**src/rtl/cache_line_fill.sv**
```systemverilog
// Critical-word-first cache line fill sequencer: issues WORDS word reads to a
// pipelined downstream port and streams the returned data into the line buffer.
module cache_line_fill #(
    parameter  int WORDS = 4,
    localparam int IDX_W = $clog2(WORDS)
) (
    input  logic                i_hclk,
    input  logic                i_hnreset,
    input  logic                i_req,
    input  logic [29-IDX_W:0]   i_line_addr,
    input  logic [IDX_W-1:0]    i_word_offset,
    output logic                o_busy,
    output logic                o_done,
    output logic                o_crit_valid,
    output logic                o_sel,
    output logic [29:0]         o_addr,
    input  logic                i_ready,
    input  logic [31:0]         i_rdata,
    output logic                o_wr_en,
    output logic [IDX_W-1:0]    o_wr_idx,
    output logic [31:0]         o_wr_data
);

    typedef enum logic [2:0] {
        IDLE,
        ADDR,
        STREAM,
        LAST,
        DONE
    } state_t;

    localparam logic [IDX_W-1:0] LAST_IDX = IDX_W'(WORDS - 1);
    localparam logic [IDX_W-1:0] ONE      = IDX_W'(1);

    state_t              state, state_d;
    logic [29-IDX_W:0]   line_q, line_d;
    logic [IDX_W-1:0]    off_q, off_d;
    logic [IDX_W-1:0]    acnt, acnt_d;
    logic [IDX_W-1:0]    dcnt, dcnt_d;
    logic [IDX_W-1:0]    issue_idx;

    always_ff @(posedge i_hclk or negedge i_hnreset) begin
        if (!i_hnreset) begin
            state  <= IDLE;
            line_q <= '0;
            off_q  <= '0;
            acnt   <= '0;
            dcnt   <= '0;
        end else begin
            state  <= state_d;
            line_q <= line_d;
            off_q  <= off_d;
            acnt   <= acnt_d;
            dcnt   <= dcnt_d;
        end
    end

    // Address phase runs one beat ahead of the data phase, so in STREAM each
    // ready cycle both retires data for the previous address and accepts the next.
    always_comb begin
        state_d = state;
        line_d  = line_q;
        off_d   = off_q;
        acnt_d  = acnt;
        dcnt_d  = dcnt;
        o_sel   = 1'b0;
        o_wr_en = 1'b0;
        o_done  = 1'b0;
        case (state)
            IDLE: begin
                if (i_req) begin
                    line_d  = i_line_addr;
                    off_d   = i_word_offset;
                    acnt_d  = '0;
                    dcnt_d  = '0;
                    state_d = ADDR;
                end
            end
            ADDR: begin
                o_sel = 1'b1;
                if (i_ready) begin
                    acnt_d  = acnt + ONE;
                    state_d = (WORDS > 1) ? STREAM : LAST;
                end
            end
            STREAM: begin
                o_sel   = 1'b1;
                o_wr_en = i_ready;
                if (i_ready) begin
                    acnt_d = acnt + ONE;
                    dcnt_d = dcnt + ONE;
                    if (acnt == LAST_IDX) state_d = LAST;
                end
            end
            LAST: begin
                o_wr_en = i_ready;
                if (i_ready) begin
                    dcnt_d  = dcnt + ONE;
                    state_d = DONE;
                end
            end
            DONE: begin
                o_done  = 1'b1;
                state_d = IDLE;
            end
            default: state_d = IDLE;
        endcase
    end

    // Index arithmetic wraps naturally at IDX_W bits, giving the wrap-around order.
    assign issue_idx    = off_q + acnt;
    assign o_addr       = {line_q, issue_idx};
    assign o_wr_idx     = off_q + dcnt;
    assign o_wr_data    = i_rdata;
    assign o_crit_valid = o_wr_en && (dcnt == '0);
    assign o_busy       = (state != IDLE);

endmodule

```
**config.mk**
```make
export PLATFORM = sky130hd
export DESIGN_NAME = cache_line_fill
export DESIGN_NICKNAME = d
export VERILOG_FILES = /design/src/rtl/cache_line_fill.sv
export SDC_FILE = /design/constraint.sdc
export NUM_CORES = 1
export LEC_CHECK = 0
export ABC_AREA = 0
export CORE_UTILIZATION = 35
export DETAILED_ROUTE_END_ITERATION = 7
export PLACE_DENSITY = 0.82
export SETUP_SLACK_MARGIN = 0.2
export SYNTH_ARGS = -nofsm -noshare
export SYNTH_HDL_FRONTEND = slang
export SYNTH_SLANG_ARGS = --single-unit
```
**constraint.sdc**
```tcl
create_clock -name i_hclk -period 2 [get_ports i_hclk]
set_input_delay 0.4 -clock i_hclk [delete_from_list [all_inputs] [get_ports i_hclk]]
set_output_delay 0.4 -clock i_hclk [all_outputs]
set_load 0.02 [all_outputs]
```
# Word level (Yosys, flattened, before mapping)
# Cells that the tools add are included.
# classes
n_eq_ne,12
muxes,14
n_addsub,4
n_reduce_logical,12
# op_table
cell,count
$mux 3,5
$pmux 3 s4,1
$ne 2x2->1 const B,5
$pmux 2 s2,2
$eq 3x2->1 const B,2
$mux 2,3
$reduce_and 3->1,2
$reduce_and 5->1,1
$add 2x1->2 const B,2
$add 2x2->2,2
$ne 2x1->1 const B,2
$reduce_bool 2->1,2
$reduce_or 2->1,2
$eq 3x1->1 const B,1
$eq 3x3->1 const B,1
$logic_not 3->1,1
$mux 1,3
$reduce_bool 3->1,1
$eq 2x2->1 const B,1
$logic_not 2->1,1
$reduce_and 2->1,1
$logic_and 1x1->1,1
# totals
regBits,37
out_inout_bits,69

# Longest topological paths before layout
# logic_depth
depth_word,4
ltp_mapped,5
ltp_nobuf,4

# Worst setup path after synthesis
# No wires, ideal clock.
# synth_timing
path_type,register to register
start,reg state[0]
end,reg dcnt[1]
slack_ns,0.430
synth_period_minus_slack_ns,1.570
arrival_ns,1.444
path_buffers,1
path_stages_with_launch,5
cell_sequence,dfrtp_1 -> buf_6 -> or3_1 -> mux2i_1 -> a221o_1
# synth_via
elab_chain_cells,4
word_cells_on_any_way,9
cone_classes,4 x eq/ne; 1 x mux; 4 x reduce/logical
# synth_lines
item,line_no,rtl
"start, declared",35,"state_t state, state_d;"
"start signal, assigned",50,state <= state_d;
$eq 3x2->1,69,case (state)
$reduce_or 2->1 (no line),--,
$ne 2x1->1 (no line) or $reduce_bool 2->1 (tied branches),--,
$reduce_and 3->1 (no line),--,
"end signal, assigned",54,dcnt <= dcnt_d;
"end, declared",39,"logic [IDX_W-1:0] dcnt, dcnt_d;"
# Several ways; a longest one is shown, not always the timed one.
# A chain may end at the register's enable or synchronous reset.

# Worst setup path in the final report
# layout_timing
start,reg acnt[0]
end,out o_addr[1]
# layout_via
elab_chain_cells,1
# layout_lines
item,line_no,rtl
"start, declared",38,"logic [IDX_W-1:0] acnt, acnt_d;"
"start signal, assigned",53,acnt <= acnt_d;
$add 2x2->2,111,assign issue_idx = off_q + acnt;
"end, declared",16,"output logic [29:0] o_addr,"
# No other way between the ends.

==> impl_results.md <==
* Gr usage total at 0.141
* Detailed placement HPWL at 2.64 mm
* # setup viols final at 0
* Peak supply drop at 0.000791 V
* Worst slack, placed at -0.0620 ns
* Diode count at 0
* Drc violations at 0
* Core Box Area at 5140 um^2
* Fin crit share at 0.888
* PnR Total Power at 4.51 mW
* Synthesized Nets at 213
* # H-tree levels at 2
* Cell total after placement at 256
* CTS Buf Count at 5
* Buf+Inv Stages, Crit Path at 1
* Final Hold Vio Count at 0
* Post-route setup slack at 0.224 ns
* Synth Flop Type: dfrtp_1
* Crit path time final at approximately 1.8 ns
* Synth top area share at 0.495
* Cell Count, Final, Fillers Out at 264
* Nets at 263
* Simple-gate share of the synthesized area at 0.0568
* Die Area at 5640 um^2
* Drt wl/cell at 13.8 um
* Synth Area in XOR/XNOR at 0.0328
* Clk buf depth at 2
* Worst-path maximum fanout at 4
* Worst-Margin Slew at 0.468 ns
* Family with the most delay on the worst path: flip-flops
* Warnings from Yosys at 0
* CP endpoint kind: output port
* CTS Hold Bufs at 0
* Most frequent cell after synthesis: dfrtp_1
* Number of flops mapped to enable cells by yosys at 0
* Setup slack, reg-to-reg at just over 0.3 ns
* Syn_area_per_cell at 13.1 um^2
* Slew headroom at 0.688
* Critical Path Start Type: flip-flop
* Post-synthesis register bit count at 37
* Final setup TNS at 0 ns
* Slowest CP cell: dfrtp_1
* Clk_lat worst skew at about 0.29 ns
* Initial antenna violation count at 0
* Pins Over Slew Limit at 0
* Asr flop ratio synth at 1.00
* Post-synthesis mux area share at 0.186
* Die boundary width at 75.1 um
* Largest family of logic cells by synthesized area: multiplexers
* Most common library cells after synthesis: 37 x dfrtp_1, 32 x buf_4, 30 x mux2_2
* Seq/Total Area, Yosys at 0.495
* Adder-cell share of the synthesized area at 0.0267
* Die H at 75.1 um
* Critical R2R Launch: state[0]$_DFFE_PN0P_
* Drt first pass iters at 2
* Layout cell share with drive strength beyond 1 at 0.340
* Via count at between 1000 and 1500
* Leakage at around 1.1 nW
* Fmax at 563 MHz
* Io pins at 135
* Vias per cell at ~4.6
* Clock-pin slew on the worst setup and hold paths at 0.07 ns
* Max_cap viols at 0
* Total gr overflow at 0
* Run status: complete, no violations
* Crit. path cell count at 4
* TritonCTS clock tree: built
* Routed wire length at 3.65 mm
* Clk_skew at 0.00924 ns
* Crit-path cells: ha_2 -> xnor2_2 -> xnor2_1 -> buf_4
* Critical Path Max Stage Delay at 0.42 ns
* Worst EP required at 1.60 ns
* Setup Crit Path Kind: flip-flop to output port
* Vias in the first global route at between 1000 and 1500
* Pwr/cell area at 1770 nW/um^2
* HP Class: input pin to asynchronous set/reset pin
* FP Rows at 26
* RSZ-0062 raised after global routing: true
* Hold_ws at ~0.16 ns
* Input/output buffers at 70
* Dominant cell type by area after synthesis: dfrtp_1
* Cell variety after synth at 29
* Reg2reg path depth at 4
* Detailed router's first-iteration violation count at 47
* Root buffer cell: clkbuf_8
* Largest net degree at the start of global routing at 38
* Clock Sinks at 37
* FF-to-FF End: line_q[17]$_DFFE_PN0P_
* Worst path arrival time at 1.38 ns
* Cells after Synth at 143
* Detail Route Antenna Nets at 0
* GP Congestion at 0.734
* Most area-consuming cells after synthesis: dfrtp_1 49%, mux2_2 18%, buf_4 13%, buf_6 3.0%, ha_1 2.7%
* First-pass GRT wire length at 5.82 mm
* Area grow syn2layout at 36.0%
* Initial core utilization at 0.364
* Netlist Area Pre-Place at 1870 um^2
* Post-synthesis compound-gate area fraction at 0.0368
what timing repair did:
| item | 4_1_cts | 5_1_grt |
|---|---|---|
| endpoints found under the setup margin | 9 | 6 |
| buffers inserted | 0 | 0 |
| resized for setup | 29 | 11 |
| pin swaps | 0 | 2 |
sequential cells by signal, summed over array words and instances, names as in the netlist:
signal and cells:
off_q 2, state 3, acnt 2, dcnt 2, line_q 28
through the flow:
stage          area (um^2)   util
6_report              2550  0.495
5_1_grt               2550  0.495
4_1_cts               2540  0.494
3_5_place_dp          2440  0.474
3_3_place_gp          2440  0.474
2_1_floorplan         1870      -
layer usage:
layer | GRT usage | part of all wire | wire [um]
met1 | 0.155 | 0.38 | 1390
met2 | 0.234 | 0.49 | 1800
met3 | 0.0643 | 0.11 | 384
met4 | 0.0638 | 0.022 | 82
met5 | 0 | 0 | 0
area by class of cell:
class / instances / area, um^2
well taps: 70 / 87.6
multi-input cells: 65 / 654
flip-flops and latches: 37 / 930
clock buffers: 6 / 72.6
fillers: 502 / 2590
repair buffers: 81 / 752
inverters: 3 / 11.3
clock inverters: 2 / 38.8
power by group:
part,internal [mW],leakage [nW],switching (mW)
Combinational,1.34,0.603,1.14
Sequential,1.13,0.438,0.256
Clock,0.374,0.0554,0.265
cell families after synthesis:
logic type      after synthesis
simple gates                 15
xor+xnor                      7
fa+ha+maj                     4
mux                          31
compound gates                8
flops                        37
buf+inv                      41
how the worst max path moves through the flow:
stage,start,endpoint,slack [ns]
floorplan,state[0]$_DFFE_PN0P_,dcnt[1]$_DFFE_PN0P_,0.43
global placement,i_ready,o_crit_valid,-0.06
detailed placement,i_ready,o_crit_valid,-0.06
CTS,acnt[0]$_DFFE_PN0P_,o_addr[1],0.01
global route,acnt[0]$_DFFE_PN0P_,o_addr[1],0.13
finish,acnt[0]$_DFFE_PN0P_,o_addr[1],0.22
worst reg2reg max path, stage by stage (launching register included):
cell     delay [ns]
dfrtp_2        0.46
buf_4          0.17
nor4b_4        0.29
buf_4          0.29
mux2_2         0.37
layout by cell type, fill, tap and decap left out, drive strengths merged, types with 2 or more instances in the layout:
| cell | count |
|---|---|
| clkdlybuf4s50 | 60 |
| dfrtp | 37 |
| mux2 | 30 |
| buf | 18 |
| clkbuf | 6 |
| xnor2 | 4 |
| ha | 4 |
| inv | 3 |
| nor2b | 3 |
| and3 | 3 |
| xor2 | 3 |
| nor2 | 2 |
| dlygate4sd2 | 2 |
| a21oi | 2 |
(Power assumes the default switching activity.)
